**src/rtl/sha_256_padder.sv**
```systemverilog
`default_nettype none
// ============================================================================
//  Module      : sha_256_padder
//  Description : Byte-stream to 512-bit block padder for SHA-256. Appends
//                0x80, zero fill and the 64-bit big-endian message bit length.
//  Revision    : 1.0  initial release
// ============================================================================
module sha_256_padder #(
  parameter int LEN_W = 64
) (
  input  logic         clk,
  input  logic         rst,
  input  logic [7:0]   in_data,
  input  logic         in_valid,
  input  logic         in_last,
  output logic         in_ready,
  output logic [511:0] out_block,
  output logic         out_first,
  output logic         out_last,
  output logic         out_valid,
  input  logic         out_ready
);

  typedef enum logic [1:0] {
    S_FILL   = 2'd0,
    S_PAD    = 2'd1,
    S_LENBLK = 2'd2,
    S_EMIT   = 2'd3
  } state_t;

  localparam logic [5:0] c_LEN_POS = 6'd56;

  state_t           r_state;
  logic [7:0]       r_buf [64];
  logic [5:0]       r_ptr;
  logic [LEN_W-1:0] r_bitlen;
  logic             r_first_pend;
  logic             r_pad_pend;
  logic             r_need_len;
  logic             r_out_last;
  logic [63:0]      w_len64;

  assign w_len64 = 64'(r_bitlen);

  always_ff @(posedge clk) begin
    if (rst) begin
      r_state      <= S_FILL;
      r_ptr        <= 6'd0;
      r_bitlen     <= '0;
      r_first_pend <= 1'b1;
      r_pad_pend   <= 1'b0;
      r_need_len   <= 1'b0;
      r_out_last   <= 1'b0;
      for (int i = 0; i < 64; i++) r_buf[i] <= 8'h00;
    end else begin
      case (r_state)
        S_FILL: begin
          if (in_valid) begin
            r_buf[r_ptr] <= in_data;
            r_ptr        <= r_ptr + 6'd1;
            r_bitlen     <= r_bitlen + LEN_W'(8);
            if (r_ptr == 6'd63) begin
              r_state    <= S_EMIT;
              r_out_last <= 1'b0;
              r_pad_pend <= in_last;
            end else if (in_last) begin
              r_state <= S_PAD;
            end
          end
        end
        S_PAD: begin
          // Length fits behind the 0x80 only if at least 8 bytes remain.
          for (int i = 0; i < 64; i++) begin
            if (6'(i) == r_ptr)
              r_buf[i] <= 8'h80;
            else if (6'(i) > r_ptr) begin
              if (i >= 56 && r_ptr < c_LEN_POS)
                r_buf[i] <= 8'(w_len64 >> (8 * (63 - i)));
              else
                r_buf[i] <= 8'h00;
            end
          end
          r_out_last <= (r_ptr < c_LEN_POS);
          r_need_len <= (r_ptr >= c_LEN_POS);
          r_state    <= S_EMIT;
        end
        S_LENBLK: begin
          for (int i = 0; i < 64; i++) begin
            if (i >= 56)
              r_buf[i] <= 8'(w_len64 >> (8 * (63 - i)));
            else
              r_buf[i] <= 8'h00;
          end
          r_out_last <= 1'b1;
          r_state    <= S_EMIT;
        end
        S_EMIT: begin
          if (out_ready) begin
            r_ptr        <= 6'd0;
            r_first_pend <= r_out_last;
            if (r_out_last) begin
              r_bitlen <= '0;
              r_state  <= S_FILL;
            end else if (r_pad_pend) begin
              // Message ended on a block boundary: padding gets its own block.
              r_pad_pend <= 1'b0;
              r_state    <= S_PAD;
            end else if (r_need_len) begin
              r_need_len <= 1'b0;
              r_state    <= S_LENBLK;
            end else begin
              r_state <= S_FILL;
            end
          end
        end
        default: r_state <= S_FILL;
      endcase
    end
  end

  for (genvar g = 0; g < 64; g++) begin : g_pack
    assign out_block[511-8*g -: 8] = r_buf[g];
  end

  assign in_ready  = (r_state == S_FILL);
  assign out_valid = (r_state == S_EMIT);
  assign out_first = out_valid & r_first_pend;
  assign out_last  = out_valid & r_out_last;

endmodule
`default_nettype wire

```
**config.mk**
```make
export PLATFORM = sky130hd
export DESIGN_NAME = sha_256_padder
export DESIGN_NICKNAME = d
export VERILOG_FILES = /design/src/rtl/sha_256_padder.sv
export SDC_FILE = /design/constraint.sdc
export NUM_CORES = 1
export LEC_CHECK = 0
export BUFFER_PORTS_ARGS = -buffer_cell sky130_fd_sc_hd__buf_2
export CAP_MARGIN = 20
export CORE_AREA = 10 10 237 239
export CTS_CLUSTER_DIAMETER = 120
export DETAILED_ROUTE_END_ITERATION = 10
export DIE_AREA = 0 0 247 249
export GPL_TIMING_DRIVEN = 0
export PLACE_DENSITY = 0.8
export SLEW_MARGIN = 20
export SYNTH_ARGS = -nofsm -noshare
export SYNTH_HDL_FRONTEND = slang
export SYNTH_SLANG_ARGS = --single-unit
```
**constraint.sdc**
```tcl
create_clock -name clk -period 2.8 [get_ports clk]
set_input_delay 0.14 -clock clk [delete_from_list [all_inputs] [get_ports clk]]
set_output_delay 0.14 -clock clk [all_outputs]
set_load 0.02 [all_outputs]
```
Yosys cells after proc, flatten, opt, wreduce, memory -nomap -nowiden
Memory sizes are Yosys's and may differ from the RTL's.
Index checks and enable logic that the tools add are counted.
{"block": "totals", "ff_bits": 76, "latch_bits": 0, "ram_bits": 512, "rom_bits": 0, "in_bits": 13, "elab_cells": 1223, "n_memories": 1}
{"block": "classes", "addsub": 2, "mul": 0, "n_div": 0, "magnitude_cmp": 66, "eq_ne": 74, "shift": 0, "mux": 857, "bitwise_logic": 202, "n_reduce_logical": 14}
{"name": "r_buf", "words": 64, "word_bits": 8, "rd": 64, "rd_ports_with_merged_regs": 0, "write_ports": 64, "line": "34", "rtl": "logic [7:0] r_buf [64];"}
{"operator": "8-bit two-way mux", "n": 201}
{"operator": "1-bit two-way mux", "n": 637}
{"operator": "1-bit bitwise OR", "n": 200}
{"operator": "6-bit == test, first input constant", "n": 32}
{"operator": "6-bit > comparator, first input constant", "n": 32}
{"operator": "64-bit two-way mux", "n": 3}
{"operator": "64-bit one-hot mux with 2 select lines", "n": 1}
{"operator": "5-bit by 6-bit == test with 1-bit output, first input constant", "n": 16}
{"operator": "5-bit by 6-bit > comparator with 1-bit output, first input constant", "n": 16}
{"operator": "64-bit by 4-bit adder with 64-bit output, second input constant", "n": 1}
{"operator": "4-bit by 6-bit == test with 1-bit output, first input constant", "n": 8}
{"operator": "4-bit by 6-bit > comparator with 1-bit output, first input constant", "n": 8}
{"operator": "3-bit by 6-bit == test with 1-bit output, first input constant", "n": 4}
{"operator": "3-bit by 6-bit > comparator with 1-bit output, first input constant", "n": 4}
{"operator": "6-bit two-way mux", "n": 3}
{"operator": "2-bit two-way mux", "n": 7}
{"operator": "2-bit by 6-bit == test with 1-bit output, first input constant", "n": 2}
{"operator": "1-bit by 6-bit > comparator with 1-bit output, first input constant", "n": 2}
{"operator": "2-bit by 6-bit > comparator with 1-bit output, first input constant", "n": 2}
{"operator": "6-bit one-hot mux with 2 select lines", "n": 1}
{"operator": "3-bit AND reduction", "n": 3}
{"operator": "4-bit AND reduction", "n": 2}
{"operator": "8-bit OR reduction", "n": 1}
{"operator": "6-bit by 1-bit adder with 6-bit output, second input constant", "n": 1}
{"operator": "20 further kinds", "n": 28}

Logic depth before layout (Yosys ltp)
{"block": "depth", "depth_word": 10, "depth_mapped": 10}

Least setup slack after synthesis
OpenSTA, ideal clock, no wires.
{"block": "synth_timing", "kind": "reg2reg", "startpoint": "register r_state[0]", "endpoint": "memory r_buf[46][0] (enable)", "setup_ps": 378, "arrival_ps": 2510, "required_ps": 2422, "setup_slack_ps": -88, "path_stages_with_launch": 10, "path_buffers": 4, "path_cell_list": "dfxtp_1 -> inv_1 -> ha_1 -> buf_2 -> nand3b_1 -> buf_2 -> or3_1 -> clkbuf_1 -> buf_1 -> o221ai_1"}
{"item": "start: declaration", "line": "33", "rtl": "state_t r_state;"}
{"item": "start signal: assignment", "line": "47", "rtl": "r_state <= S_FILL;"}
{"item": "start signal: assignment", "line": "63", "rtl": "r_state <= S_EMIT;"}
{"item": "start signal: assignment", "line": "67", "rtl": "r_state <= S_PAD;"}
{"item": "end: declaration", "line": "34"}

==> results.toml <==
[setup_path]
ff2ff_setup_slack_ns = -0.06
r2r_end = "r_buf[28][6]"
start_kind = "flip-flop"
cp_data_required_time_ns = 3.13
arrival_ns = 3.19
critical_path_class = "flip-flop to flip-flop"
worstRegToRegCells = 7
worst-path-max-fanout = 10
endpoint_kind = "flip-flop"
r2r_start = "r_ptr[2]"

[cts]
cts.sinks = 585
cts_tree = "yes"
cts_root_buffer = "clkbuf_16"
cts_buffers = 58
htree_levels = 2
clock_path_buffers = 3
path_clk_slew_ns = 0.07
clk-insertion-delay-late_ns = 0.64

[worst_hold_path]
hold_end = "r_buf[59][3]"
min_path_cells = 3
hold_class = "primary input to flip-flop"
hp-start = "in_data[3]"

[layout]
drive_gt1_share_pct = 29.6
finalNetCount = 2731
synthToLayoutAreaGrowth_pct = 25.7
fillers = 4039
final-seq-area_um2 = 16800
antennaDiodeCount = 0
multi_input_area_um2 = 7620

[routing]
routed_wl_um = 105000
drt_first_pass_iters = 6
wire_per_inst_um = 30.6
drtAntennaViolNets = 0
avgViaCountPerCell = 6.37
vias = 21875
drt_first_iter_violations = 3154
drc = 0

[global_route]
grt_max_degree = 20
grt_pass1_wl_um = 147000
grt_pass1_vias = 20829
antenna_found_initial = 3
grt_overflow_total = 0
gr-usage-all-layers_pct = 32.5

[floorplanning]
rows = 83
die_y_um = 249
ios = 529
die_width_um = 247
start_util_pct = 48.5
die-area_um2 = 61500
coreArea_um2 = 51200

[timing]
rsz0062_at_grt = "yes"
relSlewSlack_pct = 25.6
final_max_slew_viol_count = 0
finalSetupViolations = 25
whs_ns = 0.0442
tightest_slew_ns = 1.12
finalCritPeriodShare_pct = 102
fin_skew_ns = 0.0258
max_freq_ghz = 0.349
hold_violations = 0
fin_crit_ns = 2.86
fin_tns_setup_ns = -0.677
fin_ws_ns = -0.0620

[power_and_ir_drop]
ir_drop_uv = 618
p_leak_uw = 0.0118
p_per_area_nw_per_um2 = 999

[logic_synthesis]
ys_warn_count = 0
synth_commonest_cells = "edfxtp_1 (512), nor3_1 (403), clkbuf_1 (167), nor2_1 (158), nand2_1 (120)"
syn_area_um2 = 24800
yosys.area.top_type = "edfxtp_1"
synth.area.top_cells = "edfxtp_1 (62%), nor3_1 (8.1%), dfxtp_1 (5.9%)"
ys_seq_elements = 585
syn_area_per_cell_um2 = 11.8
seq_area_frac_synth_pct = 67.8
syn_nets = 2121
netlist.area_leader.share_pct = 61.9
synth-main-ff-cell = "edfxtp_1"
synth_edf_count = 512
synthArstFlopShare_pct = 0
synth.most_common_cell = "edfxtp_1"
syn_inst = 2098
synth_cell_types = 60

[run_status]
status = "complete, but fails checks"
violations = "setup timing"

[place]
place_ws_ns = -1.16
place_congestion = 1.04
dp_hpwl_um = 77500
portBuffers = 526

[flow_run]
drv_cap = 0
## state kept, by name, summed over array words and instances, names as in the netlist
name / flops
r_bitlen: 61
r_buf: 512
r_first_pend: 1
r_need_len: 1
r_out_last: 1
r_pad_pend: 1
r_ptr: 6
r_state: 2
## what timing repair did
action                                 CTS  global route
endpoints found under the hold margin    6             0
resized for setup                      122            84
hold buffers                             5             0
buffers inserted                        13             8
pin swaps                               10             3
setup endpoints to repair              901           578
## logic make-up (layout without fill, tap and decap cells)
| group | count (synthesis) | after routing | share of synthesized area, % |
|---|---|---|---|
| fa+ha+maj | 10 | 10 | 0.504 |
| mux | 13 | 13 | 0.575 |
| simple gates | 893 | 893 | 17.9 |
| compound gates | 321 | 321 | 8.32 |
| flops | 585 | 585 | 67.8 |
| xor+xnor | 32 | 32 | 1.13 |
| buf+inv | 244 | 902 | 3.72 |
## layout make-up
| cell class | instances | share of cell area (%) |
|---|---|---|
| Clock buffer | 74 | 5.05 |
| Inverter | 26 | 0.313 |
| Sequential cell | 585 | 54.0 |
| Multi-Input combinational cell | 1269 | 24.4 |
| Clock inverter | 34 | 0.974 |
| Tap cell | 680 | 2.73 |
| Timing Repair Buffer | 559 | 9.61 |
| Buffer | 209 | 2.95 |
## how the worst max path moves through the flow
stage	startpoint	end	depth (start not counted)
after floorplan	r_state[1]	r_buf[9][0]	7
after global placement	r_ptr[2]	r_buf[45][4]	6
after detailed placement	r_ptr[2]	r_buf[44][4]	6
after CTS	r_ptr[0]	r_buf[18][0]	9
after global routing	r_ptr[1]	r_buf[36][2]	8
final	r_ptr[2]	r_buf[28][6]	7
## report_power, final
group / internal, uW / switching (uW) / total, uW / leakage, uW
clock network: 4220 / 3480 / 7700 / 0.000905
registers: 12300 / 1030 / 13300 / 0.00602
logic: 2580 / 7570 / 10200 / 0.00487
## metal layers
metal | global-route usage (%) | share of wire (%) | vias up
li1 | - | - | 9112
met1 | 40.5 | 35 | 10591
met2 | 52.5 | 47 | 1867
met3 | 7.53 | 12 | 305
met4 | 15.8 | 5.6 | 0
met5 | 0 | 0 | -
## worst max-delay path, cell delays in order, from the launching register on
cell	delay, ns
dfxtp_2	0.50
clkbuf_4	0.34
clkbuf_4	0.30
buf_2	0.33
and3_1	0.35
a31oi_1	0.15
o21ai_1	0.33
buf_4	0.26
## stage by stage
step / power, uW / cell area (um2) / instances / utilization (%)
2_1_floorplan: 18300 / 24800 / 2098 / -
3_3_place_gp: 22700 / 28300 / 3304 / 55.3
3_5_place_dp: 22900 / 28400 / 3311 / 55.4
4_1_cts: 30800 / 30900 / 3432 / 60.4
5_1_grt: 32000 / 31200 / 3436 / 61.0
6_report: 31200 / 31200 / 3436 / 61.0
## layout by cell type (no fill, tap or decap), types with 27 or more instances in the layout
master,n
nand3_1,42
dfxtp_1,70
o31ai_1,35
clkbuf_1,129
nand2_1,110
o21ai_0,72
nor3_1,399
clkbuf_16,61
nor2_1,151
or3_1,27
nand4_1,30
buf_2,547
a22o_1,32
clkbuf_2,37
edfxtp_1,512
a21oi_1,78
Power figures use the tool's default switching activity.
